--- src/rtl/uart_tx_arbiter.sv ---
// uart_tx_arbiter: round-robin arbiter that feeds NUM_REQ requesters into a
// single UART transmitter through a one-word output register.
// Optional feature: define UART_ARB_BURST_EN to add per-requester req_last
// and a lock that keeps one owner for a multi-word burst.
module uart_tx_arbiter #(
  parameter int DATA_WIDTH = 8,
  parameter int NUM_REQ    = 4
) (
  input  logic                          clk,
  input  logic                          rst,
  input  logic [NUM_REQ*DATA_WIDTH-1:0] req_data,
  input  logic [NUM_REQ-1:0]            req_valid,
`ifdef UART_ARB_BURST_EN
  input  logic [NUM_REQ-1:0]            req_last,
`endif
  output logic [NUM_REQ-1:0]            req_ready,
  output logic [DATA_WIDTH-1:0]         tx_data,
  output logic                          tx_valid,
  input  logic                          tx_ready,
  output logic [NUM_REQ-1:0]            grant
);

  localparam int PW = $clog2(NUM_REQ);
  localparam logic [PW:0]   NR_W   = (PW+1)'(NUM_REQ);
  localparam logic [PW-1:0] LAST_I = PW'(NUM_REQ - 1);

  typedef enum logic {IDLE, BUSY} state_e;

  state_e                 state_q;
  logic [PW-1:0]          rr_ptr_q;
  logic [PW-1:0]          owner_q;
  logic [DATA_WIDTH-1:0]  tx_data_q;
  logic [NUM_REQ-1:0]     grant_q;
`ifdef UART_ARB_BURST_EN
  logic                   lock_q;
`endif

  logic                   win_found;
  logic [PW-1:0]          win_idx;
  logic [NUM_REQ-1:0]     win_oh;
  logic [DATA_WIDTH-1:0]  win_data;
  logic [PW:0]            scan;

  // Pick the first valid requester at or above rr_ptr, wrapping; a locked
  // burst only ever considers its current owner.
  always_comb begin
    win_found = 1'b0;
    win_idx   = '0;
    scan      = '0;
`ifdef UART_ARB_BURST_EN
    if (lock_q) begin
      win_found = req_valid[owner_q];
      win_idx   = owner_q;
    end else begin
`endif
      for (int k = 0; k < NUM_REQ; k++) begin
        scan = {1'b0, rr_ptr_q} + (PW+1)'(k);
        if (scan >= NR_W) scan = scan - NR_W;
        if (!win_found && req_valid[scan[PW-1:0]]) begin
          win_found = 1'b1;
          win_idx   = scan[PW-1:0];
        end
      end
`ifdef UART_ARB_BURST_EN
    end
`endif
  end

  // Decode the winner into a one-hot vector and mux out its word.
  always_comb begin
    win_oh   = '0;
    win_data = '0;
    for (int i = 0; i < NUM_REQ; i++) begin
      if (win_found && win_idx == PW'(i)) begin
        win_oh[i] = 1'b1;
        win_data  = req_data[i*DATA_WIDTH +: DATA_WIDTH];
      end
    end
  end

  // Accept is offered only from an empty output register and never in reset.
  always_comb begin
    req_ready = '0;
    if (!rst && state_q == IDLE) req_ready = win_oh;
  end

  // Two-state FSM: IDLE captures the winner's word, BUSY holds it until the
  // transmitter takes it; the pointer moves past the owner once it lets go.
  always_ff @(posedge clk) begin
    if (rst) begin
      state_q   <= IDLE;
      rr_ptr_q  <= '0;
      owner_q   <= '0;
      tx_data_q <= '0;
      grant_q   <= '0;
`ifdef UART_ARB_BURST_EN
      lock_q    <= 1'b0;
`endif
    end else begin
      case (state_q)
        IDLE: begin
          if (win_found) begin
            state_q   <= BUSY;
            tx_data_q <= win_data;
            grant_q   <= win_oh;
            owner_q   <= win_idx;
`ifdef UART_ARB_BURST_EN
            lock_q    <= !req_last[win_idx];
`endif
          end
        end
        BUSY: begin
          if (tx_ready) begin
            state_q <= IDLE;
            grant_q <= '0;
`ifdef UART_ARB_BURST_EN
            if (!lock_q)
`endif
              rr_ptr_q <= (owner_q == LAST_I) ? '0 : owner_q + PW'(1);
          end
        end
        default: state_q <= IDLE;
      endcase
    end
  end

  assign tx_valid = (state_q == BUSY);
  assign tx_data  = tx_data_q;
  assign grant    = grant_q;

endmodule

--- config.mk ---
export PLATFORM = sky130hd
export DESIGN_NAME = uart_tx_arbiter
export DESIGN_NICKNAME = d
export VERILOG_FILES = /design/src/rtl/uart_tx_arbiter.sv
export SDC_FILE = /design/constraint.sdc
export NUM_CORES = 1
export LEC_CHECK = 0
export CAP_MARGIN = 20
export CORE_ASPECT_RATIO = 1.4
export CORE_MARGIN = 5
export CORE_UTILIZATION = 35
export DETAILED_ROUTE_END_ITERATION = 12
export GPL_ROUTABILITY_DRIVEN = 0
export PLACE_DENSITY = 0.76
export SYNTH_ARGS = -nofsm -noshare
export SYNTH_HDL_FRONTEND = slang
export SYNTH_SLANG_ARGS = --single-unit
export TNS_END_PERCENT = 10
--- constraint.sdc ---
create_clock -name clk -period 1.8 [get_ports clk]
set_clock_uncertainty 0.1 [all_clocks]
set_input_delay 0.36 -clock clk [delete_from_list [all_inputs] [get_ports clk]]
set_output_delay 0.36 -clock clk [all_outputs]
set_load 0.005 [all_outputs]
Yosys cells after proc, flatten, opt, wreduce, memory -nomap -nowiden
Cells that the tools add are included.
{"block": "totals", "ff_bits": 17, "in_bits": 39, "out_inout_bits": 17, "elab_cells": 80}
{"block": "op_classes", "add_sub_neg": 8, "order_cmp": 8, "eq_ne": 6, "mux": 36, "n_bitwise": 1, "n_reduce_logical": 16}
{"operator": "two-way mux 8 bit", "n": 4}
{"operator": "two-way mux 2 bit", "n": 9}
{"operator": "two-way mux 1 bit", "n": 14}
{"operator": "< comparator 2 x 3 -> 1 bit, second input constant", "n": 4}
{"operator": "two-way mux 4 bit", "n": 3}
{"operator": ">= comparator 3 bit, second input constant", "n": 3}
{"operator": "binary-select mux 1 bit (select 2 bit)", "n": 4}
{"operator": "logical AND 1 bit", "n": 8}
{"operator": "one-hot mux 4 bit (2 select lines)", "n": 1}
{"operator": "subtractor 2 x 1 -> 2 bit, second input constant", "n": 4}
{"operator": "adder 2 x 2 -> 3 bit, second input constant", "n": 2}
{"operator": "equality test 2 bit, second input constant", "n": 3}
{"operator": "AND reduction 2 bit", "n": 3}
{"operator": "logical NOT 1 bit", "n": 4}
{"operator": "inequality test 2 bit, second input constant", "n": 2}
{"operator": "adder 2 x 1 -> 3 bit, second input constant", "n": 1}
{"operator": ">= comparator 2 x 3 -> 1 bit, second input constant", "n": 1}
{"operator": "adder 2 x 1 -> 2 bit, second input constant", "n": 1}
{"operator": "equality test 2 x 1 -> 1 bit, second input constant", "n": 1}
{"operator": "logical NOT 2 bit", "n": 1}
{"operator": "one-hot mux 1 bit (2 select lines)", "n": 1}
{"operator": "inverter 1 bit", "n": 1}

Longest topological paths before layout
{"block": "logic_depth", "ltp_word": 20, "mapped_depth": 8, "ltp_nobuf": 5}

Worst setup path after synthesis
OpenSTA, ideal clock, no wires.
{"block": "synth_timing", "path_type": "flip-flop to output port", "from": "reg rr_ptr_q[1]", "to": "out req_ready[0]", "arrival_ns": 1.385, "path_slack_ns": -0.045, "stages_incl_launch_ff": 7, "path_cell_list": "dfxtp_1 > buf_6 > mux2i_1 > or2_1 > buf_6 > a311oi_4 > and2_4"}
{"block": "synth_between", "elab_chain_len": 18}
{"element": "start, declared", "line_no": "30", "source": "logic [PW-1:0] rr_ptr_q;"}
{"element": "start signal, assigned", "line_no": "119", "source": "rr_ptr_q <= (owner_q == LAST_I) ? '0 : owner_q + PW'(1);"}
{"element": "parallel branches: the longest is 15 deep, another holds adder 2 x 1 -> 3 bit"}
{"element": "logical AND 1 bit *", "line_no": "74", "source": "if (win_found && win_idx == PW'(i)) begin"}
{"element": "two-way mux 1 bit *", "line_no": "74"}
{"element": "two-way mux 4 bit *", "line_no": "84", "source": "if (!rst && state_q == IDLE) req_ready = win_oh;"}
{"element": "end, declared", "line_no": "16", "source": "output logic [NUM_REQ-1:0] req_ready,"}
Every way passes the cells marked *. The select of a mux whose other input is x is not followed.

Worst setup path in the final report
Same ends and word-level chain as after synthesis.

==> results.yml <==
status:
  status: "complete, but fails checks"
  failed_checks: "setup timing"
timing:
  tns_setup_ps: -1120
  fmax_mhz: 471
  fin_crit_ps: 2120
  finalSetupViolCount: 10
  grt_setup_unrepaired: "true"
  setup_slack_ps: -324
  finalMaxSlewViolations: 0
  timing_hold_violations_final: 0
  headroom_to_the_max_slew_limit: 0.775
  layout_worst_path_cycle_share: 1.18
  worst_tran_pin_value_ps: 337
placed_design:
  place_hpwl_um: 2830
  dp_slack_ps: -1010
  io_buffers: 55
yosys:
  ys_seq_area_frac: 0.325
  netlist.area_leader.share: 0.325
  most_frequently_used_cell_type_in_the_post_synthesis_netlist: "sky130_fd_sc_hd__dfxtp_1"
  synth_area_leaders: "sky130_fd_sc_hd__dfxtp_1, sky130_fd_sc_hd__nand4_1, sky130_fd_sc_hd__a21boi_0"
  number_of_enable_type_register_cells_in_the_synthesized_netlist: 0
  post_synth_inst_count: 133
  synth_area_per_cell_um2: 7.87
  synthArstFlopShare: 0
  postSynthRegisterBits: 17
  most_numerous_cell_types_in_the_synthesized_netlist: "sky130_fd_sc_hd__dfxtp_1, sky130_fd_sc_hd__nand2_1, sky130_fd_sc_hd__nand4_1, sky130_fd_sc_hd__a21boi_0"
  ys.warnings.count: 0
  synthesis.area_mm2: 0.00105
  synth_flop_cell: "sky130_fd_sc_hd__dfxtp_1"
  mappedNetlistNets: 173
  yosysUniqueCellTypes: 32
  synth_top_cell_by_area: "sky130_fd_sc_hd__dfxtp_1"
clock_tree:
  htree_num_levels: 1
  cts.sink_count: 17
  cts_tree: "done"
  clock_insertion_delay_worst_skew_ps: 250
  cts.reportedPaths.clkPinSlew_ps: 60
  ctsLongestPathBuffers: 2
  numCtsBuffers: 3
  ctsHoldBuffers: 0
  clock-root-buffer: "sky130_fd_sc_hd__clkbuf_8"
global_route:
  grt_start_max_net_pins: 16
  grt_overflow: 0
  vias_in_the_first_global_route: 1389
  grt_antenna_before_repair: 0
  globalRouteTotalUtil: 0.189
  grt_first_pass_wirelength_um: 6340
power_and_ir_drop:
  vdd_drop_max_mv: 0.397
  pwr_density_cell_mw_per_mm2: 570
  leakage_uw: 0.000846
finish:
  layout-drive-gt1-share: 0.318
  final_util: 0.690
  finalNetCount: 255
  area_growth_pct: 89.6
  fillCellCount: 231
  num_antenna_cells: 0
critical_path:
  capture_point_of_the_worst_reg_to_reg_path: "tx_data[1]"
  cp-start-kind: "flop"
  crit_path_end_kind: "output port"
  worst-endpoint-required_ps: 1340
  reg2reg_from: "rr_ptr_q[1]"
  path_max_fanout: 5
  critPathKind: "reg2out"
  critical_path_arrival_ps: 1660
  setup.reg_to_reg.worst_slack_ps: -20
  reg2reg_depth: 9
drt:
  first_iter_violations: 35
  drc_violations: 0
  avgViaCountPerCell: 5.25
  route.detailed.wl_per_inst_um: 15.4
  drtPass1Iterations: 5
  drt.antenna.violating_nets: 0
  wirelength_um: 3860
  route.vias.total: 1317
floorplanning:
  die_x_um: 56.2
  start_util: 0.364
  core_ar_mm2: 0.00288
  fp.dieArea_mm2: 0.00420
  pin_count: 56
  num_rows: 23
  die_height_um: 74.7
worst_hold_path:
  worstHoldPathCells: 1
  whs_endpoint: "grant[1]"
  worstHoldPathType: "reg2reg"
  hold_start: "grant[1]"
job:
  cap_viol_max_count: 0
-- logic make-up after synthesis --
| kind of cell | share of synthesized area |
|---|---|
| buffers and inverters | 0.0717 |
| adder cells (fa/ha/maj) | 0.0119 |
| AO/OA/AOI/OAI | 0.225 |
| multiplexers | 0.0287 |
| AND/OR/NAND/NOR | 0.338 |
| flip-flops | 0.325 |
-- cells in the final DEF, fill, tap and decap left out, types with 3 or more instances in the layout --
| cell | Yosys | final |
|---|---|---|
| sky130_fd_sc_hd__clkdlybuf4s50_1 | 0 | 46 |
| sky130_fd_sc_hd__buf_4 | 2 | 27 |
| sky130_fd_sc_hd__nand2_1 | 15 | 15 |
| sky130_fd_sc_hd__dfxtp_1 | 17 | 15 |
| sky130_fd_sc_hd__nand4_1 | 14 | 14 |
| sky130_fd_sc_hd__nand3_1 | 8 | 8 |
| sky130_fd_sc_hd__and3_1 | 8 | 7 |
| sky130_fd_sc_hd__a21boi_0 | 9 | 7 |
| sky130_fd_sc_hd__buf_6 | 2 | 7 |
| sky130_fd_sc_hd__o21ai_2 | 0 | 5 |
| sky130_fd_sc_hd__nor2_1 | 6 | 5 |
| sky130_fd_sc_hd__a21oi_1 | 6 | 5 |
| sky130_fd_sc_hd__and2_4 | 2 | 4 |
| sky130_fd_sc_hd__mux2i_1 | 3 | 3 |
| sky130_fd_sc_hd__inv_1 | 4 | 3 |
| sky130_fd_sc_hd__o21ai_1 | 1 | 3 |
| sky130_fd_sc_hd__clkbuf_8 | 0 | 3 |
-- flip-flops by register name, indices dropped and copies added, names as in the netlist --
name / count
grant: 4
tx_valid: 1
tx_data: 8
owner_q: 2
rr_ptr_q: 2
-- layer usage --
layer	up-vias	part of all wire	global-route usage	wire length, µm
met5	-	0	0	0
met1	607	0.37	0.189	1410
met4	0	0.011	0.0475	43
met2	56	0.55	0.389	2140
li1	649	-	-	-
met3	5	0.070	0.0463	269
-- power by group --
| group | switching [µW] | internal [µW] |
|---|---|---|
| sequential | 22.8 | 409 |
| combinational | 166 | 248 |
| clock | 131 | 154 |
-- through the flow --
stage	hold WS (ps)	area, µm²	cells	power (µW)
after CTS	366	1970	250	1120
after global routing	385	1990	251	1190
after global placement	335	1740	237	778
final	367	1990	251	1130
after floorplan	351	1050	133	582
after detailed placement	351	1740	237	788
-- layout make-up --
class	count	area [µm²]	share of cell area
Clock buffer	3	41.3	0.0208
Clock inverter	1	5.00	0.00252
Inverter	4	15.0	0.00756
Multi-Input combinational cell	103	737	0.371
Sequential cell	17	348	0.175
Tap cell	37	46.3	0.0233
Timing Repair Buffer	86	793	0.399
-- critical path: stages, from the launching register on --
cell,delay [ps]
sky130_fd_sc_hd__dfxtp_4,370
sky130_fd_sc_hd__mux2i_1,120
sky130_fd_sc_hd__or2_4,270
sky130_fd_sc_hd__a311oi_4,250
sky130_fd_sc_hd__buf_4,170
sky130_fd_sc_hd__and2_4,140
sky130_fd_sc_hd__buf_6,90
-- how the worst max path moves through the flow --
stage	from	slack, ps	end	depth (start not counted)
2_1_floorplan	rr_ptr_q[1]	-50	req_ready[0]	6
3_3_place_gp	req_valid[2]	-970	req_ready[1]	6
3_5_place_dp	req_valid[0]	-1010	req_ready[1]	6
4_1_cts	rr_ptr_q[1]	-300	req_ready[0]	6
5_1_grt	rr_ptr_q[1]	-370	req_ready[0]	6
6_report	rr_ptr_q[1]	-320	req_ready[0]	6
-- timing repair --
action / 4_1_cts / 5_1_grt
pin swaps: 18 / 10
setup endpoints to repair: 19 / 17
resized for setup: 68 / 4
buffers inserted: 9 / 1
Note: power is estimated with default switching activity, not from simulation.
